<file path="src/rtl/ecpri_pkg.sv">
// Shared types and constants for the eCPRI receive path.
package ecpri_pkg;

  // Receive-side frame writer states.
  typedef enum logic [2:0] {
    IDLE,
    HDR,
    BODY,
    DROP,
    NOTIFY,
    WAIT_DONE
  } rx_state_e;

  // EtherType carried by eCPRI frames.
  localparam logic [15:0] ETHERTYPE_ECPRI = 16'hAEFE;

endpackage

</file>
<file path="src/rtl/eth_rx_pkt_writer.sv">
// Filters the received Ethernet byte stream on EtherType and length, writes each
// frame into port 0 of the packet RAM from address 0, and hands accepted frames to
// ecpri_rx with a one-cycle recv_pkt pulse. The buffer is held until pkt_done.
module eth_rx_pkt_writer
  import ecpri_pkg::*;
#(
  parameter int unsigned DATA_WIDTH = 8,
  parameter int unsigned ADDR_WIDTH = 16,
  parameter int unsigned MIN_LEN    = 60,
  parameter int unsigned MAX_LEN    = 1500,
  parameter logic [15:0] ETHERTYPE  = ETHERTYPE_ECPRI
) (
  input  logic                  clk,
  input  logic                  reset,
  input  logic                  in_valid,
  input  logic [DATA_WIDTH-1:0] in_data,
  input  logic                  in_sop,
  input  logic                  in_eop,
  input  logic                  in_err,
  output logic                  in_ready,
  output logic [ADDR_WIDTH-1:0] ram_addr,
  output logic [DATA_WIDTH-1:0] ram_wdata,
  output logic                  ram_cs,
  output logic                  ram_we,
  output logic                  ram_oe,
  output logic                  recv_pkt,
  output logic [ADDR_WIDTH-1:0] pkt_len,
  input  logic                  pkt_done,
  output logic [15:0]           pkt_cnt,
  output logic [15:0]           drop_cnt
);

  // One extra bit so a byte index past MAX_LEN is still representable.
  localparam int unsigned CW = ADDR_WIDTH + 1;
  typedef logic [CW-1:0] cnt_t;

  localparam cnt_t                  TYPE_HI_IDX = cnt_t'(12);
  localparam cnt_t                  TYPE_LO_IDX = cnt_t'(13);
  localparam cnt_t                  MIN_CNT     = cnt_t'(MIN_LEN);
  localparam cnt_t                  MAX_CNT     = cnt_t'(MAX_LEN);
  localparam logic [DATA_WIDTH-1:0] TYPE_HI     = DATA_WIDTH'(ETHERTYPE[15:8]);
  localparam logic [DATA_WIDTH-1:0] TYPE_LO     = DATA_WIDTH'(ETHERTYPE[7:0]);

  rx_state_e             state, state_next;
  cnt_t                  cnt, cnt_next, cnt_inc;
  logic                  type_hi_ok, type_hi_next;
  logic                  accept, in_frame, start_frame;
  logic                  wr_en, notify;
  logic [ADDR_WIDTH-1:0] wr_addr;
  logic [1:0]            drop_inc;

  // Buffer is busy from the accepted eop until ecpri_rx releases it.
  assign in_ready    = (state != NOTIFY) && (state != WAIT_DONE);
  assign ram_oe      = 1'b0;
  assign accept      = in_valid && in_ready;
  assign in_frame    = (state == HDR) || (state == BODY);
  assign start_frame = accept && in_sop;
  assign cnt_inc     = cnt + cnt_t'(1);

  // State register.
  always_ff @(posedge clk or negedge reset) begin
    if (!reset) state <= IDLE;
    else        state <= state_next;
  end

  // Next-state decode and per-cycle write/count decisions.
  always_comb begin
    // NOTE: every output of this block gets a default first so no path leaves a
    // variable unassigned and no latch is inferred.
    state_next   = state;
    cnt_next     = cnt;
    type_hi_next = type_hi_ok;
    wr_en        = 1'b0;
    wr_addr      = cnt[ADDR_WIDTH-1:0];
    drop_inc     = 2'd0;
    notify       = 1'b0;

    if (start_frame) begin
      // A start byte always opens a fresh frame at address 0; a frame still in
      // progress is abandoned, and a start byte that is also the end is a runt.
      wr_en        = 1'b1;
      wr_addr      = '0;
      cnt_next     = cnt_t'(1);
      type_hi_next = 1'b0;
      drop_inc     = {1'b0, in_frame} + {1'b0, in_eop};
      state_next   = in_eop ? IDLE : HDR;
    end else begin
      case (state)
        IDLE: ;  // bytes outside a frame are discarded silently

        HDR: if (accept) begin
          wr_en    = 1'b1;
          cnt_next = cnt_inc;
          if (cnt == TYPE_HI_IDX) type_hi_next = (in_data == TYPE_HI);
          if (in_eop) begin
            drop_inc   = 2'd1;
            state_next = IDLE;
          end else if (cnt == TYPE_LO_IDX) begin
            if (type_hi_ok && (in_data == TYPE_LO)) begin
              state_next = BODY;
            end else begin
              drop_inc   = 2'd1;
              state_next = DROP;
            end
          end
        end

        BODY: if (accept) begin
          if (cnt >= MAX_CNT) begin
            // This byte would make the frame longer than MAX_LEN: never written.
            drop_inc   = 2'd1;
            state_next = in_eop ? IDLE : DROP;
          end else begin
            wr_en    = 1'b1;
            cnt_next = cnt_inc;
            if (in_eop) begin
              if ((cnt_inc < MIN_CNT) || in_err) begin
                drop_inc   = 2'd1;
                state_next = IDLE;
              end else begin
                state_next = NOTIFY;
              end
            end
          end
        end

        DROP: if (accept && in_eop) state_next = IDLE;

        NOTIFY: begin
          notify     = 1'b1;
          state_next = WAIT_DONE;
        end

        WAIT_DONE: if (pkt_done) state_next = IDLE;

        default: state_next = IDLE;
      endcase
    end
  end

  // RAM port-0 drive, byte counter, completion pulse and statistics.
  always_ff @(posedge clk or negedge reset) begin
    if (!reset) begin
      ram_addr   <= '0;
      ram_wdata  <= '0;
      ram_cs     <= 1'b0;
      ram_we     <= 1'b0;
      recv_pkt   <= 1'b0;
      pkt_len    <= '0;
      pkt_cnt    <= '0;
      drop_cnt   <= '0;
      cnt        <= '0;
      type_hi_ok <= 1'b0;
    end else begin
      // NOTE: registers use non-blocking assignments so every flop samples the
      // pre-edge values, independent of statement order.
      ram_cs     <= wr_en;
      ram_we     <= wr_en;
      recv_pkt   <= notify;
      cnt        <= cnt_next;
      type_hi_ok <= type_hi_next;
      drop_cnt   <= drop_cnt + 16'(drop_inc);
      if (wr_en) begin
        ram_addr  <= wr_addr;
        ram_wdata <= in_data;
      end
      if (notify) begin
        pkt_len <= cnt[ADDR_WIDTH-1:0];
        pkt_cnt <= pkt_cnt + 16'd1;
      end
    end
  end

endmodule
</file>
<file path="config.mk">
export PLATFORM = sky130hd
export DESIGN_NAME = eth_rx_pkt_writer
export DESIGN_NICKNAME = d
export VERILOG_FILES = /design/src/rtl/ecpri_pkg.sv /design/src/rtl/eth_rx_pkt_writer.sv
export SDC_FILE = /design/constraint.sdc
export NUM_CORES = 1
export LEC_CHECK = 0
export BUFFER_PORTS_ARGS = -buffer_cell sky130_fd_sc_hd__buf_4
export CORE_ASPECT_RATIO = 1.75
export CORE_MARGIN = 5
export CORE_UTILIZATION = 59
export CTS_CLUSTER_DIAMETER = 150
export DETAILED_ROUTE_END_ITERATION = 8
export PLACE_DENSITY = 0.85
export SYNTH_ARGS = -nofsm -noshare
export SYNTH_HDL_FRONTEND = slang
export SYNTH_SLANG_ARGS = --single-unit
</file>
<file path="constraint.sdc">
create_clock -name clk -period 5.11 [get_ports clk]
set_input_delay 0.511 -clock clk [delete_from_list [all_inputs] [get_ports clk]]
set_output_delay 0.511 -clock clk [all_outputs]
set_load 0.02 [all_outputs]
</file>
* Word-level counts from Yosys, hierarchy flattened
Index checks and enable logic that the tools add are counted.
Storage, ports and cells: flip-flop bits (word level) 95, bits of input ports 15, output and inout bits 77
Operators by class: add/sub/neg operators 4, $lt $le $gt $ge 2, equal/unequal tests 19, muxes and demuxes 41, reductions and logical operators 15
Operators with widths (count):
- $mux 17 | 4
- $eq 17x4->1 const B | 2
- $pmux 17 s2 | 1
- $mux 3 | 10
- $ne 3x3->1 const B | 7
- $mux 1 | 20
- $pmux 3 s6 | 1
- $add 17x1->17 const B | 1
- $ge 17x11->1 const B | 1
- $lt 17x6->1 const B | 1
- $add 16x1->16 const B | 1
- $add 16x2->16 | 1
- $eq 8x8->1 const B | 2
- $mux 16 | 1
- $ne 4x3->1 const B | 2
- $reduce_and 7->1 | 1
- $eq 3x2->1 const B | 2
- $eq 3x3->1 const B | 2
- $reduce_bool 2->1 | 3
- $logic_and 1x1->1 | 5
- $mux 2 | 2
- $pmux 1 s2 | 2
- $reduce_and 4->1 | 1
- $eq 3x1->1 const B | 1
- 6 further kinds | 7

* Longest topological paths before layout
Gate-level depths: netlist (run 1).
word-level depth 10, gate-level depth with buffers 15, mapped depth without buffers 15

* Worst setup path before layout (run 1)
OpenSTA, ideal clock, no wires.
path kind reg-to-reg, from register cnt[0], to register drop_cnt[12], library setup time 130 ps, data arrival time 3251 ps, path slack 1729 ps, cell stages (with the launch flop) 16, clock period less this slack 3381 ps, path through dfrtp_1 ha_1 nand3_2 nor3_2 nand3_1 a221oi_1 a311oi_1 o21ai_1 ha_1 inv_1 fa_1 nor2b_1 nand4_1 nor2_1 nand2_1 xnor2_1
Between the ends: word-level cells in the longest chain between the ends 10
RTL lines:
- from (decl) | line eth_rx_pkt_writer.sv:45 | cnt_t cnt, cnt_next, cnt_inc;
- from (signal assigned) | line eth_rx_pkt_writer.sv:160 | cnt <= cnt_next;
- $add 17x1->17 | line eth_rx_pkt_writer.sv:58 | assign cnt_inc = cnt + cnt_t'(1);
- $lt 17x6->1 | line eth_rx_pkt_writer.sv:117 | if ((cnt_inc < MIN_CNT) || in_err) begin
- $logic_or 1x1->1 | line eth_rx_pkt_writer.sv:117
- $mux 1 | line eth_rx_pkt_writer.sv:117
- $mux 1 | line eth_rx_pkt_writer.sv:116 | if (in_eop) begin
- $mux 1 | line eth_rx_pkt_writer.sv:109 | if (cnt >= MAX_CNT) begin
- $mux 1 | line eth_rx_pkt_writer.sv:108 | BODY: if (accept) begin
- $pmux 1 s2 (*) | line eth_rx_pkt_writer.sv:88 | case (state)
- $mux 2 (*) | line eth_rx_pkt_writer.sv:78 | if (start_frame) begin
- $add 16x2->16 (*) | line eth_rx_pkt_writer.sv:162 | drop_cnt <= drop_cnt + 16'(drop_inc);
- to (signal assigned) | line eth_rx_pkt_writer.sv:162
- to (decl) | line eth_rx_pkt_writer.sv:30 | output logic [15:0] drop_cnt
Every way passes the cells marked *; elsewhere a longest branch is shown, timed or not. A chain may end at the register's enable or synchronous reset.

* Worst setup path in the final report (run 1)
from register cnt[1], to register drop_cnt[14]
Same word-level chain as after synthesis.

==> impl_metrics.json, run 1 <==
{
  "antenna_cells": 0,
  "syn_nets": 486,
  "hold_viol_final": 0,
  "grt_pass1_wl_um": 18300,
  "core_region_area_um2": 7860,
  "worst_hold_slack_ns": 0.117,
  "cp-end-kind": "flip-flop",
  "skew_ns": 0.00505,
  "synth_seq_cells": 95,
  "cts_buffers": 9,
  "grt_overflow": 0,
  "cts_tree": "built",
  "worst_slack_ns": 1.20,
  "grt_pass1_vias": 3801,
  "drtIter0Drc": 221,
  "synthArstFlopShare": 1.00,
  "hpwlAfterDp_um": 7970,
  "maxSlewViolCount": 0,
  "antenna_found_initial": 0,
  "nNetsFinal": 563,
  "start_util": 0.596,
  "worst-slew-pin-transition_ns": 1.06,
  "path_buf_inv": 1,
  "ant_nets": 0,
  "synth_edf_count": 0,
  "rsz0062_at_grt": "no",
  "drc_errors": 0,
  "via_per_inst": 5.90,
  "insertion_delay_ns": 0.34,
  "relSlewSlack": 0.291,
  "period_share": 0.764,
  "max_stage_delay_ns": 0.52,
  "die-area_um2": 9880,
  "path_class": "flip-flop to flip-flop",
  "vias": 3748,
  "post_cts_resize_count": 0,
  "grt_max_degree": 61,
  "postCtsSetupBuffers": 0,
  "ctsHoldBuffers": 0,
  "place_congestion": 0.935,
  "drv_cap": 0,
  "io_pins": 92,
  "gr-usage-all-layers": 0.231,
  "drive_gt1_frac": 0.253,
  "synth-seq-area-share": 0.508,
  "path_clk_slew_ns": 0.06,
  "cp_data_arrival_time_ns": 4.14,
  "critPathSlowestCell": "nor3_2",
  "crit_fanout": 10,
  "status": "complete, no violations",
  "vdd_drop_max_v": 0.000269,
  "clock_path_buffers": 2,
  "die_x_um": 77.3,
  "stdcell_area_um2": 5660,
  "synth_area_um2": 4680,
  "dr.pass1.iters": 4,
  "ys.flop_type": "dfrtp_1",
  "avgSynthCellArea_um2": 10.1,
  "finalSetupViolCount": 0,
  "yosysTopAreaCell": "dfrtp_1",
  "post-route-util": 0.720,
  "power_density_nw_per_um2": 363,
  "fin_crit_ns": 3.91,
  "synth.area.top_cells": "dfrtp_1 (51%), o21ai_1 (4.2%), nand2_1 (4.1%), xnor2_1 (3.9%), mux2_2 (3.1%)",
  "preCtsSetupSlack_ns": 1.25,
  "setup-tns-final_ns": 0,
  "die_h_um": 128,
  "cts_max_level": 3,
  "crit_chain": "ha_1 -> nand3_2 -> nor3_2 -> nand3_1 -> a221oi_1 -> a311oi_1 -> o21ai_1 -> ha_1 -> inv_1 -> fa_1 -> nor2b_1 -> nand4_1 -> nor2_1 -> nand2_1 -> xnor2_1",
  "fp-row-count": 43,
  "critical_path.top_delay_family": "simple AND/OR/NAND/NOR gates",
  "ys_types": 61,
  "wl_per_cell_um": 17.4,
  "clock-root-buffer": "clkbuf_16",
  "max_freq_mhz": 256,
  "synth.top_cell.area_share": 0.508,
  "timing.critical_path.required_ns": 5.34,
  "wl_um": 11100,
  "leakagePower_nw": 2.66,
  "worst_hold_path_type": "input pin to asynchronous set/reset pin",
  "yosysWarningCount": 0,
  "fill_cells": 586,
  "multi_input_area_um2": 2120,
  "synth_cells": 463,
  "cts.sinks": 95,
  "placed_cell_area_um2": 5360,
  "crit_path_start_kind": "flip-flop",
  "port_buffers": 90,
  "cpMostUsedCell": "ha_1",
  "seq_area_um2": 2380,
  "area_growth_pct": 20.9
}
[worst reg2reg max path: cells and delay by family (launching register included)]
kind	cells	cell delay, ns
flops	1	0.45
xor+xnor	1	0.13
compound gates	3	0.67
simple gates	7	1.55
fa+ha+maj	3	0.93
buf+inv	1	0.06
[routing by layer]
| metal | wire length [um] | vias to the layer above | global-route usage | part of all wire |
|---|---|---|---|---|
| li1 | - | 1772 | - | - |
| met2 | 5780 | 112 | 0.378 | 0.52 |
| met4 | 399 | 0 | 0.134 | 0.036 |
| met5 | 0 | - | 0 | 0 |
| met1 | 4340 | 1837 | 0.277 | 0.39 |
| met3 | 562 | 27 | 0.0527 | 0.051 |
[metrics by stage]
step	std cells	power, mW
2_1_floorplan	463	1.22
3_3_place_gp	619	1.38
3_5_place_dp	619	1.39
4_1_cts	635	2.07
5_1_grt	635	2.16
6_report	635	2.05
[placed cells by master, fill, tap and decap left out, types with 3 or more instances in the layout]
| cell type | netlist | final |
|---|---|---|
| xnor2_1 | 21 | 21 |
| mux2_2 | 13 | 13 |
| o31ai_2 | 4 | 4 |
| o21ai_0 | 6 | 6 |
| nor4_1 | 5 | 5 |
| and3_1 | 7 | 7 |
| a21oi_1 | 9 | 9 |
| o31ai_1 | 8 | 8 |
| nand2b_1 | 18 | 18 |
| buf_4 | 4 | 93 |
| and2_1 | 4 | 4 |
| nand2_1 | 51 | 51 |
| nor2_1 | 31 | 31 |
| o21ai_1 | 39 | 39 |
| nand3_1 | 20 | 20 |
| nand4_1 | 12 | 12 |
| ha_1 | 7 | 7 |
| xor2_1 | 8 | 8 |
| a21o_1 | 4 | 3 |
| dfrtp_1 | 95 | 95 |
| nor3_1 | 8 | 8 |
| a31oi_1 | 3 | 3 |
| inv_1 | 13 | 13 |
| mux2_1 | 7 | 7 |
| or4_1 | 3 | 3 |
| clkbuf_16 | 0 | 9 |
[kinds of logic after synthesis]
family                     count (synthesis)  share of synthesized area
AOI/OAI and AO/OA                         92                      0.128
adders and majority gates                  8                     0.0230
xor gates and xnor gates                  29                     0.0543
and+or+nand+nor                          175                      0.192
buffers and inverters                     41                     0.0412
muxes                                     22                     0.0524
DFF                                       95                      0.508
other                                      1                   0.000801
[state kept, by name, summed over array words and instances, names as in the netlist, 3 cells and up]
| name | flops |
|---|---|
| ram_addr | 16 |
| state | 3 |
| pkt_cnt | 16 |
| ram_wdata | 8 |
| cnt | 17 |
| drop_cnt | 16 |
| pkt_len | 16 |
[power breakdown]
part | leakage [nW] | internal (mW) | total (mW) | switching [mW]
combinational | 1.23 | 0.187 | 0.464 | 0.276
sequential | 1.29 | 0.826 | 0.919 | 0.0925
clock | 0.143 | 0.395 | 0.672 | 0.278
total | 2.66 | 1.41 | 2.05 | 0.647
[cells in the mapped netlist, types with 5 or more instances]
cell type and number:
clkbuf_1 14, dfrtp_1 95, nor2_1 31, xor2_1 8
ha_1 7, nand4_1 12, buf_2 7, nor3_1 8
o21ai_1 39, nor4_1 5, xnor2_1 21, a21oi_1 9
nand3_1 20, inv_1 13, o21ai_0 6, o31ai_1 8
mux2_1 7, nand2_1 51, mux2_2 13, nand2b_1 18
and3_1 7
[layout make-up]
cell class                      instances  area share
Clock inverter                          4     0.00973
Clock buffer                           12      0.0436
Multi-Input combinational cell        327       0.374
Tap cell                               90      0.0199
Inverter                               14     0.00929
Sequential cell                        95       0.420
Timing Repair Buffer                   93       0.123
[worst paths after layout]
path	cells past startpoint	endpoint	slack [ns]	startpoint
hold / removal	1	pkt_cnt[4]	0.12	reset
setup reg to reg	15	drop_cnt[14]	1.20	cnt[1]
max in group asynchronous	2	pkt_cnt[9]	3.88	reset
setup / recovery	15	drop_cnt[14]	1.20	cnt[1]
min in group clk	2	ram_wdata[3]	0.40	in_data[3]
hold reg to reg	1	drop_cnt[15]	0.49	drop_cnt[15]
(Power assumes the default switching activity.)
==> run 2, diff against run 1 <==
Settings changed: CORE_UTILIZATION 59 to 55, PLACE_DENSITY 0.85 to 0.8.
Clock period 5.11 ns to 3.7 ns, I/O delays scaled along.
==> run 2 against run 1 <==
Via count rose by 2.1%. Hold slack improved by 0.063 ns. Clock skew rose by 0.0030 ns. Setup slack got worse by 1.0 ns. Sequential power rose by 38%. Wire length rose by 3.4%. Critical path depth did not move. Power rose by 45%. Flip-flop and latch count did not move. Cell count rose by 5.8%. Non-clock buffer count rose by 12. Critical path type unchanged. Critical endpoint is now drop_cnt[8]. Largest power group unchanged.
==> impl_metrics.json, run 2 (synthesized netlist as in run 1, its figures left out) <==
{
  "place_congestion": 0.933,
  "vdd_drop_max_v": 0.000331,
  "crit_path_start_kind": "flip-flop",
  "hold_viol_final": 0,
  "die_x_um": 79.7,
  "clock-root-buffer": "clkbuf_16",
  "core_region_area_um2": 8310,
  "wl_um": 11500,
  "power_density_nw_per_um2": 506,
  "final_cell_mix": "buf_4 (105), dfrtp_1 (92), nand2_1 (51), o21ai_1 (39), nor2_1 (30)",
  "status": "complete, no violations",
  "skew_ns": 0.00804,
  "area_growth_pct": 25.5,
  "clock_path_buffers": 2,
  "dp.cells": 651,
  "fill_cells": 609,
  "finalSetupViolCount": 0,
  "dr.pass1.iters": 4,
  "top_register": "cnt",
  "grt_pass1_vias": 3778,
  "relSlewSlack": 0.337,
  "gr-usage-all-layers": 0.229,
  "io_pins": 92,
  "largest_register_ffs": 17,
  "fin_crit_ns": 3.49,
  "grt_pass1_wl_um": 19000,
  "port_buffers": 90,
  "nNetsFinal": 575,
  "drtIter0Drc": 245,
  "via_per_inst": 5.69,
  "placed_cell_area_um2": 5440,
  "crit_fanout": 11,
  "vias": 3826,
  "drc_errors": 0,
  "drive_gt1_frac": 0.285,
  "cts_buffers": 9,
  "wl_per_cell_um": 17.0,
  "worst_hold_slack_ns": 0.180,
  "period_share": 0.944,
  "drv_cap": 0,
  "antenna_found_initial": 0,
  "seq_area_um2": 2380,
  "insertion_delay_ns": 0.34,
  "cts.sinks": 95,
  "cp-end-kind": "flip-flop",
  "final_cells": 672,
  "maxSlewViolCount": 0,
  "grt_overflow": 0,
  "path_clk_slew_ns": 0.07,
  "cp_data_arrival_time_ns": 3.76,
  "hpwlAfterDp_um": 8150,
  "die-area_um2": 10500,
  "ctsHoldBuffers": 0,
  "worst_hold_path_type": "input pin to asynchronous set/reset pin",
  "path_class": "flip-flop to flip-flop",
  "multi_input_area_um2": 2160,
  "ant_nets": 0,
  "final_common_cell": "buf_4",
  "cts_max_level": 3,
  "worst-slew-pin-transition_ns": 0.994,
  "timing.critical_path.required_ns": 3.96,
  "antenna_cells": 0,
  "setup-tns-final_ns": 0,
  "leakagePower_nw": 2.78,
  "fp-row-count": 44,
  "stdcell_area_um2": 5870,
  "start_util": 0.563,
  "max_freq_mhz": 286,
  "grt_max_degree": 82,
  "cts_tree": "built",
  "die_h_um": 132
}
==> run 2: layout make-up <==
type,instances,share of cell area
sequential,95,0.406
multi-input combinational,327,0.368
timing repair buffer,105,0.134
clock buffer,9,0.0384
tap,115,0.0245
clock inverter,7,0.0202
inverter,14,0.00895
==> run 2: worst paths after layout <==
kind / from / to / slack [ns] / depth (start not counted)
worst max-delay path: cnt[3] / drop_cnt[8] / 0.21 / 15
worst min-delay path: reset / recv_pkt / 0.18 / 1
worst max register to register: cnt[3] / drop_cnt[8] / 0.21 / 15
worst min register to register: drop_cnt[15] / drop_cnt[15] / 0.47 / 1
max in group asynchronous: reset / cnt[0] / 2.71 / 2
min in group clk: in_data[5] / ram_wdata[5] / 0.26 / 2
==> run 2: what timing repair did <==
item / 4_1_cts / 5_1_grt
hold endpoints to repair: 0 / 0
setup buffers: 0 / 5
pin swaps: 0 / 3
resized for setup: 1 / 9
cloned: 0 / 0
setup endpoints to repair: 1 / 5
==> run 2: worst max-delay path: stages, from the launching register on <==
cell,delay (ns)
dfrtp_1,0.56
nand4_1,0.24
buf_4,0.21
nor4_4,0.29
nand4_1,0.13
nand3_1,0.15
a311oi_2,0.14
o21ai_1,0.17
ha_1,0.19
inv_1,0.06
fa_1,0.44
nor2b_1,0.20
nand4_1,0.17
buf_4,0.20
nor2_1,0.13
xor2_1,0.15
==> run 2: stage by stage <==
stage	worst slack, ns	utilization	total power, mW
final	0.206	0.706	2.97
after global routing	-0.0289	0.706	3.12
after CTS	0.124	0.697	2.99
after detailed placement	0.0822	0.654	1.94
after global placement	0.239	0.654	1.92
after floorplan	0.319	-	1.69
==> run 2: where the power goes <==
| group | switching, mW | internal, mW | total [mW] | leakage [nW] |
|---|---|---|---|---|
| logic | 0.380 | 0.268 | 0.648 | 1.33 |
| clock network | 0.392 | 0.661 | 1.05 | 0.162 |
| registers | 0.128 | 1.14 | 1.27 | 1.28 |
==> run 2: layer usage <==
layer | global-route usage | wire length [um] | vias up
met1 | 0.270 | 4400 | 1865
met4 | 0.103 | 351 | 0
met3 | 0.0547 | 622 | 34
met5 | 0 | 0 | -
li1 | - | - | 1804
met2 | 0.386 | 6080 | 123
